**src/rtl/settings_pkg.sv**
```systemverilog
// settings_pkg: shared kernel sizes, sample/accumulator types and the round/saturate helper.
package settings_pkg;
    localparam int DATA_SIZE   = 16;
    localparam int WINDOW_SIZE = 8;
    localparam int EXTRA_BITS  = 3;
    localparam int FULL_SIZE   = 2 * DATA_SIZE + EXTRA_BITS;

    typedef logic signed [DATA_SIZE-1:0] sample_t;
    typedef logic signed [FULL_SIZE-1:0] acc_t;

    typedef struct packed {
        sample_t value;
        logic    sat;
    } round_sat_t;

    function automatic round_sat_t round_sat(acc_t acc, int unsigned shift);
        logic signed [FULL_SIZE:0] rnd;
        logic signed [FULL_SIZE:0] ext;
        logic signed [FULL_SIZE:0] r;
        logic [FULL_SIZE-DATA_SIZE+1:0] hi;
        round_sat_t res;
        rnd = (shift != 0) ? ((FULL_SIZE + 1)'(1) << (shift - 1)) : '0;
        ext = {acc[FULL_SIZE-1], acc} + rnd;
        r = ext >>> shift;
        // the value fits when every bit above the output sign bit matches it
        hi = r[FULL_SIZE:DATA_SIZE-1];
        res.sat = !((&hi) | ~(|hi));
        res.value = res.sat ? (r[FULL_SIZE] ? {1'b1, {(DATA_SIZE-1){1'b0}}} : {1'b0, {(DATA_SIZE-1){1'b1}}})
                            : r[DATA_SIZE-1:0];
        return res;
    endfunction
endpackage

```
**src/rtl/convol_sync_fifo.sv**
```systemverilog
// convol_sync_fifo: first-word-fall-through synchronous FIFO with occupancy count.
module convol_sync_fifo #(
    parameter int WIDTH = 16,
    parameter int DEPTH = 16
) (
    input  logic                       clk,
    input  logic                       reset,
    input  logic                       wr_en_i,
    input  logic [WIDTH-1:0]           wr_data_i,
    input  logic                       rd_en_i,
    output logic [WIDTH-1:0]           rd_data_o,
    output logic                       full_o,
    output logic                       empty_o,
    output logic [$clog2(DEPTH+1)-1:0] count_o
);
    localparam int AW = $clog2(DEPTH);
    localparam int CW = $clog2(DEPTH + 1);

    logic [WIDTH-1:0] mem_q [DEPTH];
    logic [AW:0]      wr_ptr_q, rd_ptr_q;
    logic [CW-1:0]    count_q, count_d;
    logic             push, pop;

    assign full_o    = (wr_ptr_q[AW] != rd_ptr_q[AW]) && (wr_ptr_q[AW-1:0] == rd_ptr_q[AW-1:0]);
    assign empty_o   = wr_ptr_q == rd_ptr_q;
    assign pop       = rd_en_i & !empty_o;
    // a full FIFO still takes a write when a read frees the head slot on the same edge
    assign push      = wr_en_i & (!full_o | pop);
    assign rd_data_o = mem_q[rd_ptr_q[AW-1:0]];
    assign count_o   = count_q;

    always_comb count_d = count_q + CW'(push) - CW'(pop);

    always_ff @(posedge clk) begin
        if (reset) begin
            wr_ptr_q <= '0;
            rd_ptr_q <= '0;
            count_q  <= '0;
        end else begin
            wr_ptr_q <= wr_ptr_q + (AW + 1)'(push);
            rd_ptr_q <= rd_ptr_q + (AW + 1)'(pop);
            count_q  <= count_d;
        end
    end

    always_ff @(posedge clk) begin
        if (push) mem_q[wr_ptr_q[AW-1:0]] <= wr_data_i;
    end
endmodule

```
**src/rtl/convol_result_collector.sv**
```systemverilog
// convol_result_collector: drops warm-up results, rounds/saturates kernel output and buffers it
// onto a valid/ready stream with sticky saturation and overflow flags.
module convol_result_collector
    import settings_pkg::*;
#(
    parameter int FIFO_DEPTH  = 16,
    parameter int ROUND_SHIFT = 15,
    parameter int SKIP_COUNT  = WINDOW_SIZE - 1
) (
    input  logic                            clk,
    input  logic                            reset,
    input  logic signed [FULL_SIZE-1:0]     in_data,
    input  logic                            in_valid,
    input  logic                            frame_start,
    input  logic                            clear_flags,
    output logic signed [DATA_SIZE-1:0]     out_data,
    output logic                            out_valid,
    input  logic                            out_ready,
    output logic [$clog2(FIFO_DEPTH+1)-1:0] fill_level,
    output logic                            sat_flag,
    output logic                            overflow
);
    localparam int SW = $clog2(SKIP_COUNT + 2);

    logic [SW-1:0] skip_q, skip_d, skip_base;
    logic          warm, accept, xfer, full, empty;
    logic          s1_valid_q, s1_valid_d;
    sample_t       s1_data_q, s1_data_d, fifo_data;
    logic          sat_q, sat_d, ovf_q, ovf_d;
    round_sat_t    rs;

    always_comb begin
        skip_base  = frame_start ? '0 : skip_q;
        warm       = skip_base < SW'(SKIP_COUNT);
        accept     = in_valid & !warm;
        skip_d     = (in_valid & warm) ? skip_base + 1'b1 : skip_base;
        rs         = round_sat(in_data, ROUND_SHIFT);
        s1_valid_d = accept;
        s1_data_d  = rs.value;
        xfer       = out_valid & out_ready;
        // set beats clear when both happen in one cycle
        sat_d      = (accept & rs.sat) | (sat_q & !clear_flags);
        ovf_d      = (s1_valid_q & full & !xfer) | (ovf_q & !clear_flags);
    end

    always_ff @(posedge clk) begin
        if (reset) begin
            skip_q     <= '0;
            s1_valid_q <= 1'b0;
            s1_data_q  <= '0;
            sat_q      <= 1'b0;
            ovf_q      <= 1'b0;
        end else begin
            skip_q     <= skip_d;
            s1_valid_q <= s1_valid_d;
            s1_data_q  <= s1_data_d;
            sat_q      <= sat_d;
            ovf_q      <= ovf_d;
        end
    end

    convol_sync_fifo #(
        .WIDTH(DATA_SIZE),
        .DEPTH(FIFO_DEPTH)
    ) u_fifo (
        .clk      (clk),
        .reset    (reset),
        .wr_en_i  (s1_valid_q),
        .wr_data_i(s1_data_q),
        .rd_en_i  (out_ready),
        .rd_data_o(fifo_data),
        .full_o   (full),
        .empty_o  (empty),
        .count_o  (fill_level)
    );

    assign out_valid = !empty;
    assign out_data  = out_valid ? fifo_data : '0;
    assign sat_flag  = sat_q;
    assign overflow  = ovf_q;
endmodule

```
**config.mk**
```make
export PLATFORM = sky130hd
export DESIGN_NAME = convol_result_collector
export DESIGN_NICKNAME = d
export VERILOG_FILES = /design/src/rtl/settings_pkg.sv /design/src/rtl/convol_sync_fifo.sv /design/src/rtl/convol_result_collector.sv
export SDC_FILE = /design/constraint.sdc
export NUM_CORES = 1
export LEC_CHECK = 0
export CORE_MARGIN = 8
export CORE_UTILIZATION = 40
export CTS_BUF_LIST = sky130_fd_sc_hd__clkbuf_4 sky130_fd_sc_hd__clkbuf_8
export DETAILED_ROUTE_END_ITERATION = 12
export PLACE_DENSITY = 0.68
export SLEW_MARGIN = 25
export SYNTH_ARGS = -nofsm -noshare
export SYNTH_HDL_FRONTEND = slang
export SYNTH_HIERARCHICAL = 1
export SYNTH_SLANG_ARGS = --single-unit
```
**constraint.sdc**
```tcl
create_clock -name clk -period 4.35 [get_ports clk]
set_clock_uncertainty 0.15 [all_clocks]
set_input_delay 0.435 -clock clk [delete_from_list [all_inputs] [get_ports clk]]
set_output_delay 0.435 -clock clk [all_outputs]
set_load 0.02 [all_outputs]
```
Yosys cells after proc, flatten, opt, wreduce, memory -nomap -nowiden
Memory sizes are Yosys's and may differ from the RTL's. A register that Yosys moved wholly into a read port is not among the register bits.
Cells that the tools add are included.
Operators by class
  equality and inequality tests: 3
  shifts and indexed selects: 0
  div/mod/pow operators: 0
  muxes and demuxes: 8
  reductions and logical operators: 9
  $lt $le $gt $ge: 1
  add/subtract/negate cells: 6
  multipliers: 0
  bitwise logic cells: 14
Operators by type and width (count)
  2-to-1 mux 16 bit: 3
  adder 35 x 16 -> 36 bit, second input constant: 1
  adder 5 x 1 -> 5 bit: 3
  2-to-1 mux 4 bit: 3
  AND 1 bit: 9
  logical NOT 1 bit: 6
  AND reduction 6 bit: 1
  OR reduction 6 bit: 1
  == test 5 bit: 1
  subtractor 5 x 1 -> 5 bit: 1
  adder 4 x 1 -> 4 bit, second input constant: 1
  == test 4 bit: 1
  less-than comparator 4 x 3 -> 1 bit, second input constant: 1
  OR 1 bit: 4
  2-to-1 mux 1 bit: 2
  logical AND 1 bit: 1
  inequality test 1 bit: 1
  inverter 1 bit: 1
Word-level totals
  output and inout port bits: 24
  memories: 1
  bits in latches: 0
  bits in writable memories: 256
  register bits after elaboration: 38
  input bits: 41
  bits in read-only memories: 0
  logic and storage cells: 50
Memory list
  u_fifo.mem_q: words 16, bits a word 16, rd ports 1, clocked after Yosys merged registers in 1, wr ports 1, RTL line convol_sync_fifo.sv:19  | logic [WIDTH-1:0] mem_q [DEPTH];

Longest topological paths before layout
  depth in word-level cells: 7
  gate-level depth with buffers: 11
  depth with buffers taken out: 10

By module
The synthesis kept the hierarchy.
By module, submodules not included
  convol_sync_fifo: area each 10735.3 sq um, sequential area each 7987.7 sq um, cells each 536, instances 1
  convol_result_collector: area each 1413.9 sq um, sequential area each 460.4 sq um, cells each 161, instances 1

Worst setup path before layout
Ideal clock, no wire load.
  path type: flip-flop to flip-flop
  from: reg u_fifo.rd_ptr_q[4]
  to: mem u_fifo.mem_q[2][0], enable pin
  data required time: 3.770 ns
  setup slack: 1.287 ns
  period minus slack after synthesis: 3.063 ns
  setup time: 0.430 ns
  cell stages (with the launch flop): 4
  buffers on the path: 0
  arrival: 2.483 ns
  path through: dfxtp_1 > xnor2_1 > o31ai_4 > nor4_1
On the way
  cells in the longest elaborated chain, start to end: 7
  elaborated cells between the ends (all ways): 10
  those cells by class: eq/ne (2); mux (2); bitwise (3); reduce/logical (3)
Ends and longest elaborated chain
  start, declared: RTL line convol_sync_fifo.sv:20  | logic [AW:0] wr_ptr_q, rd_ptr_q;
  start signal, assigned: RTL line convol_sync_fifo.sv:41  | rd_ptr_q <= rd_ptr_q + (AW + 1)'(pop);
  == test 5 bit or inequality test 1 bit (tied branches): RTL line convol_sync_fifo.sv:25, convol_sync_fifo.sv:24
  logical NOT 1 bit or logical AND 1 bit (tied branches): RTL line convol_sync_fifo.sv:26, convol_sync_fifo.sv:24
  AND 1 bit or logical NOT 1 bit (tied branches): RTL line convol_sync_fifo.sv:26, convol_sync_fifo.sv:28
  OR 1 bit *: RTL line convol_sync_fifo.sv:28  | assign push = wr_en_i & (!full_o | pop);
  AND 1 bit *: RTL line convol_sync_fifo.sv:28
  2-to-1 mux 1 bit *: RTL line convol_sync_fifo.sv:47  | if (push) mem_q[wr_ptr_q[AW-1:0]] <= wr_data_i;
  2-to-1 mux 1 bit (implied by the code) *: RTL line convol_sync_fifo.sv:47
  end, declared: RTL line convol_sync_fifo.sv:19
Every way passes the cells marked *; elsewhere a longest branch is shown, timed or not.

Final worst setup path
  from: reg u_fifo.rd_ptr_q[0]
  to: out out_data[3]
On the way
  cells in the longest elaborated chain, start to end: 2
Ends and longest elaborated chain
  == test 5 bit: RTL line convol_sync_fifo.sv:25  | assign empty_o = wr_ptr_q == rd_ptr_q;
  2-to-1 mux 16 bit: RTL line convol_result_collector.sv:78  | assign out_data = out_valid ? fifo_data : '0;
  end, declared: RTL line convol_result_collector.sv:16  | output logic signed [DATA_SIZE-1:0] out_data,
Every way passes these cells.

==> metrics.txt <==
Max Clk Rate=0.263 GHz; Starting Density=0.401; Net Sw Power=1.14 mW; Worst Hold Class=reg -> reg; I/O Buffers=50; Remaining Overflow, GRT=0; clk buf depth=3; XOR/XNOR Fraction of Synth Area=0.0250; Die W=between 150 and 200 um; Hold Fails Final Rpt=0; CP Data Arrival Time=3.22 ns; setup violators final=0; status=finished clean; die area=36200 um2; Post-Route Utilization=0.470; diodes inserted=0; CTS Sinks=294; Post-CTS Resized=0; initial antenna violation count=0; Post-synth top flop=edfxtp_1; Comb power frac=0.015; Setup crit start=u_fifo/rd_ptr_q[0]$_SDFF_PP0_; WP data required=3.76 ns; sequential power share=0.552; Critical-path top delay cell=mux4_2; largest family of logic cells by synthesized area=multiplexers; Root Buffer Master=clkbuf_8; Avg Inst Size Synth=roughly 17 um2; sequential area share after synthesis=0.695; die height=190 um; Post-Synthesis Cells=approximately 700; largest net degree at the start of global routing=36; critical path cell sequence=buf_4 -> mux4_2 -> a32oi_1 -> o21ai_1 -> nor2b_1 -> clkdlybuf4s50_1; Core ar.=roughly 30000 um2; Clock power frac=0.432; max-cap violations=0; Antenna Nets Post-Route=0; Setup crit end kind=output pin; Peak VDD IR=0.000268 V; Power Density=401 nW/um2; post-synthesis compound-gate area fraction=0.0549; Core Rows=64; Post-route DRC=0; layout cells sized above 1=0.233; Total GRT Usage=0.139; CTS tree=built; FF+latch count, synth=roughly 300; crit path max fanout=31; setup bufs post-CTS=0; Synth Area in Simple Gates=0.0577; leakage=between 4 and 5 nW; Cell Area, Synth=12100 um2; setup TNS=0 ns; vias per cell=5.37; Bufs and invs on worst path=2; fin. max-slew vios=0; total CTS buffers=48; Yosys top cell area share=0.633; # fillers=2569; Post-synth EDFFs=256; Yosys top cell by area=edfxtp_1; worst r2r dst=u_fifo/mem_q[11][13]$_DFFE_PP_; htree depth=2; fin crit share=0.875; mux share of post-synthesis cell area=0.130; Sw Share=0.201; max-slew headroom at the worst pin=0.394; Net Count, Synth=749; Pre-antenna DRT Iters=6; FF-to-FF path depth=6; Clk Latency, worst-skew pair=0.56 ns; post-route minimum period=3.81 ns; Crit Reg-Reg Startpoint=u_fifo/wr_ptr_q[2]$_SDFF_PP0_; Worst Tran Pin Value=around 0.90 ns; adder-cell share of the synthesized area=0.0119; Via Count=6544; Reg clk slew, reported paths=0.06 ns; cell family with most CP delay=buffers and inverters; count of cell types in the netlist=55; internal power=~4.6 mW; routed length per instance=20.5 um; RePlAce Congestion=0.806; dominant cells by area after synthesis=edfxtp_1 63%, mux4_2 8.7%, dfxtp_1 6.3%; post-DP HPWL=15800 um; Syn-to-layout area delta=17.1%; Post-Route WL=25000 um; worst setup path end=out_data[3]; unrepaired setup endpoints after global routing=no; cell depth of the worst setup path=6; I/O pin cnt=65; DR iter-0 viols=516; Hold Buf Count CTS=0; worst hold slack=0.320 ns; Crit Path Category=reg -> out; Max stage delay on crit path=0.59 ns; yosys warns=6; vias in the first global route=slightly below 7k; first-pass GRT wire length=38900 um; reg-to-reg slack, setup=roughly 1.5 ns; Startpoint Class=register; Async SR Flop Fraction=0; Total Nets Final=between 800 and 900
-- worst min-delay path by stage --
stage	depth (start not counted)	to	from
floorplan	2	skip_q[3]$_SDFF_PP0_	skip_q[3]$_SDFF_PP0_
global placement	2	overflow$_SDFF_PP0_	overflow$_SDFF_PP0_
detailed placement	2	sat_flag$_SDFF_PP0_	sat_flag$_SDFF_PP0_
CTS	2	sat_flag$_SDFF_PP0_	sat_flag$_SDFF_PP0_
global route	2	sat_flag$_SDFF_PP0_	sat_flag$_SDFF_PP0_
finish	2	sat_flag$_SDFF_PP0_	sat_flag$_SDFF_PP0_
-- synth_stat cells, drive strengths merged, types with 2 or more instances --
master	count
edfxtp	256
mux2i	50
mux4	48
dfxtp	38
nor2	30
nor2b	26
buf	23
xnor2	19
a22oi	18
o21ai	18
a32oi	17
clkbuf	17
o22ai	14
xor2	14
inv	12
nand3	12
nor3	12
ha	10
nand4	10
nand2	8
nor4	8
nand2b	6
a21oi	5
nor3b	3
a21o	2
and2	2
and3	2
nand3b	2
or3	2
-- area by class of cell --
cell class                      instances  area [um2]  area share
Clock inverter                         22         210      0.0148
Multi-Input combinational cell        351        3490       0.245
Tap cell                              396         495      0.0348
Inverter                               12        45.0     0.00317
Timing Repair Buffer                   81         741      0.0521
Sequential cell                       294        8460       0.594
Clock buffer                           63         786      0.0552
-- routing by layer --
metal  vias up  share of wire  wire [um]  GRT usage
met4         0          0.017        422     0.0442
met5         -              0          0          0
met1      3333           0.44      10900      0.186
met2       196           0.49      12100      0.229
li1       2979              -          -          -
met3        36          0.063       1570     0.0243
-- cell families (layout without fill, tap and decap cells) --
kind of cell    after synthesis  in the layout
compound gates               83             83
xor+xnor                     33             33
fa+ha+maj                    11             11
buf+inv                      52            178
simple gates                126            126
flops                       294            294
mux                          98             98
-- power by group through the flow --
stage          combinational, mW  sequential, mW  clock [mW]
4_1_cts                   0.0883            3.15        2.53
3_3_place_gp              0.0875            3.21           0
6_report                  0.0880            3.15        2.47
2_1_floorplan             0.0456            3.19           0
5_1_grt                   0.0956            3.16        2.66
3_5_place_dp              0.0880            3.21           0
-- placed cells by master (no fill, tap or decap), types with 9 or more instances in the layout --
cell type          n
edfxtp_1         256
clkbuf_8          50
inv_1             11
a22oi_1           17
mux4_2            47
clkbuf_4          13
ha_1              10
nor3_2             9
buf_4             30
nor2b_1           26
o21ai_1           16
mux2i_1           50
xnor2_1           17
clkdlybuf4s50_1   50
nor2_1            29
xor2_1            14
a32oi_1           17
dfxtp_1           35
nand3_1           12
o22ai_2           10
clkinv_1          12
-- through the flow --
stage | instances | power (mW) | worst slack, ns | area (um2)
2_1_floorplan | 697 | 3.23 | 1.29 | 12100
3_3_place_gp | 1133 | 3.29 | 1.04 | 13200
3_5_place_dp | 1133 | 3.30 | 1.06 | 13200
4_1_cts | 1218 | 5.77 | 0.464 | 14200
5_1_grt | 1219 | 5.91 | 0.295 | 14200
6_report | 1219 | 5.71 | 0.543 | 14200
-- state kept, by name, indices dropped and copies added (netlist names) --
signal	flops
skip_q	4
u_fifo/count_o	5
u_fifo/rd_ptr_q	5
s1_data_q	16
s1_valid_q	1
u_fifo/mem_q	256
sat_flag	1
overflow	1
u_fifo/wr_ptr_q	5
-- worst register-to-register path, stage by stage, from the launching register on --
cell     delay (ns)
dfxtp_1        0.64
xnor2_2        0.11
nand4_2        0.18
o31ai_4        0.16
buf_8          0.20
nor3_2         0.75
buf_4          0.37
Power figures use the tool's default switching activity.
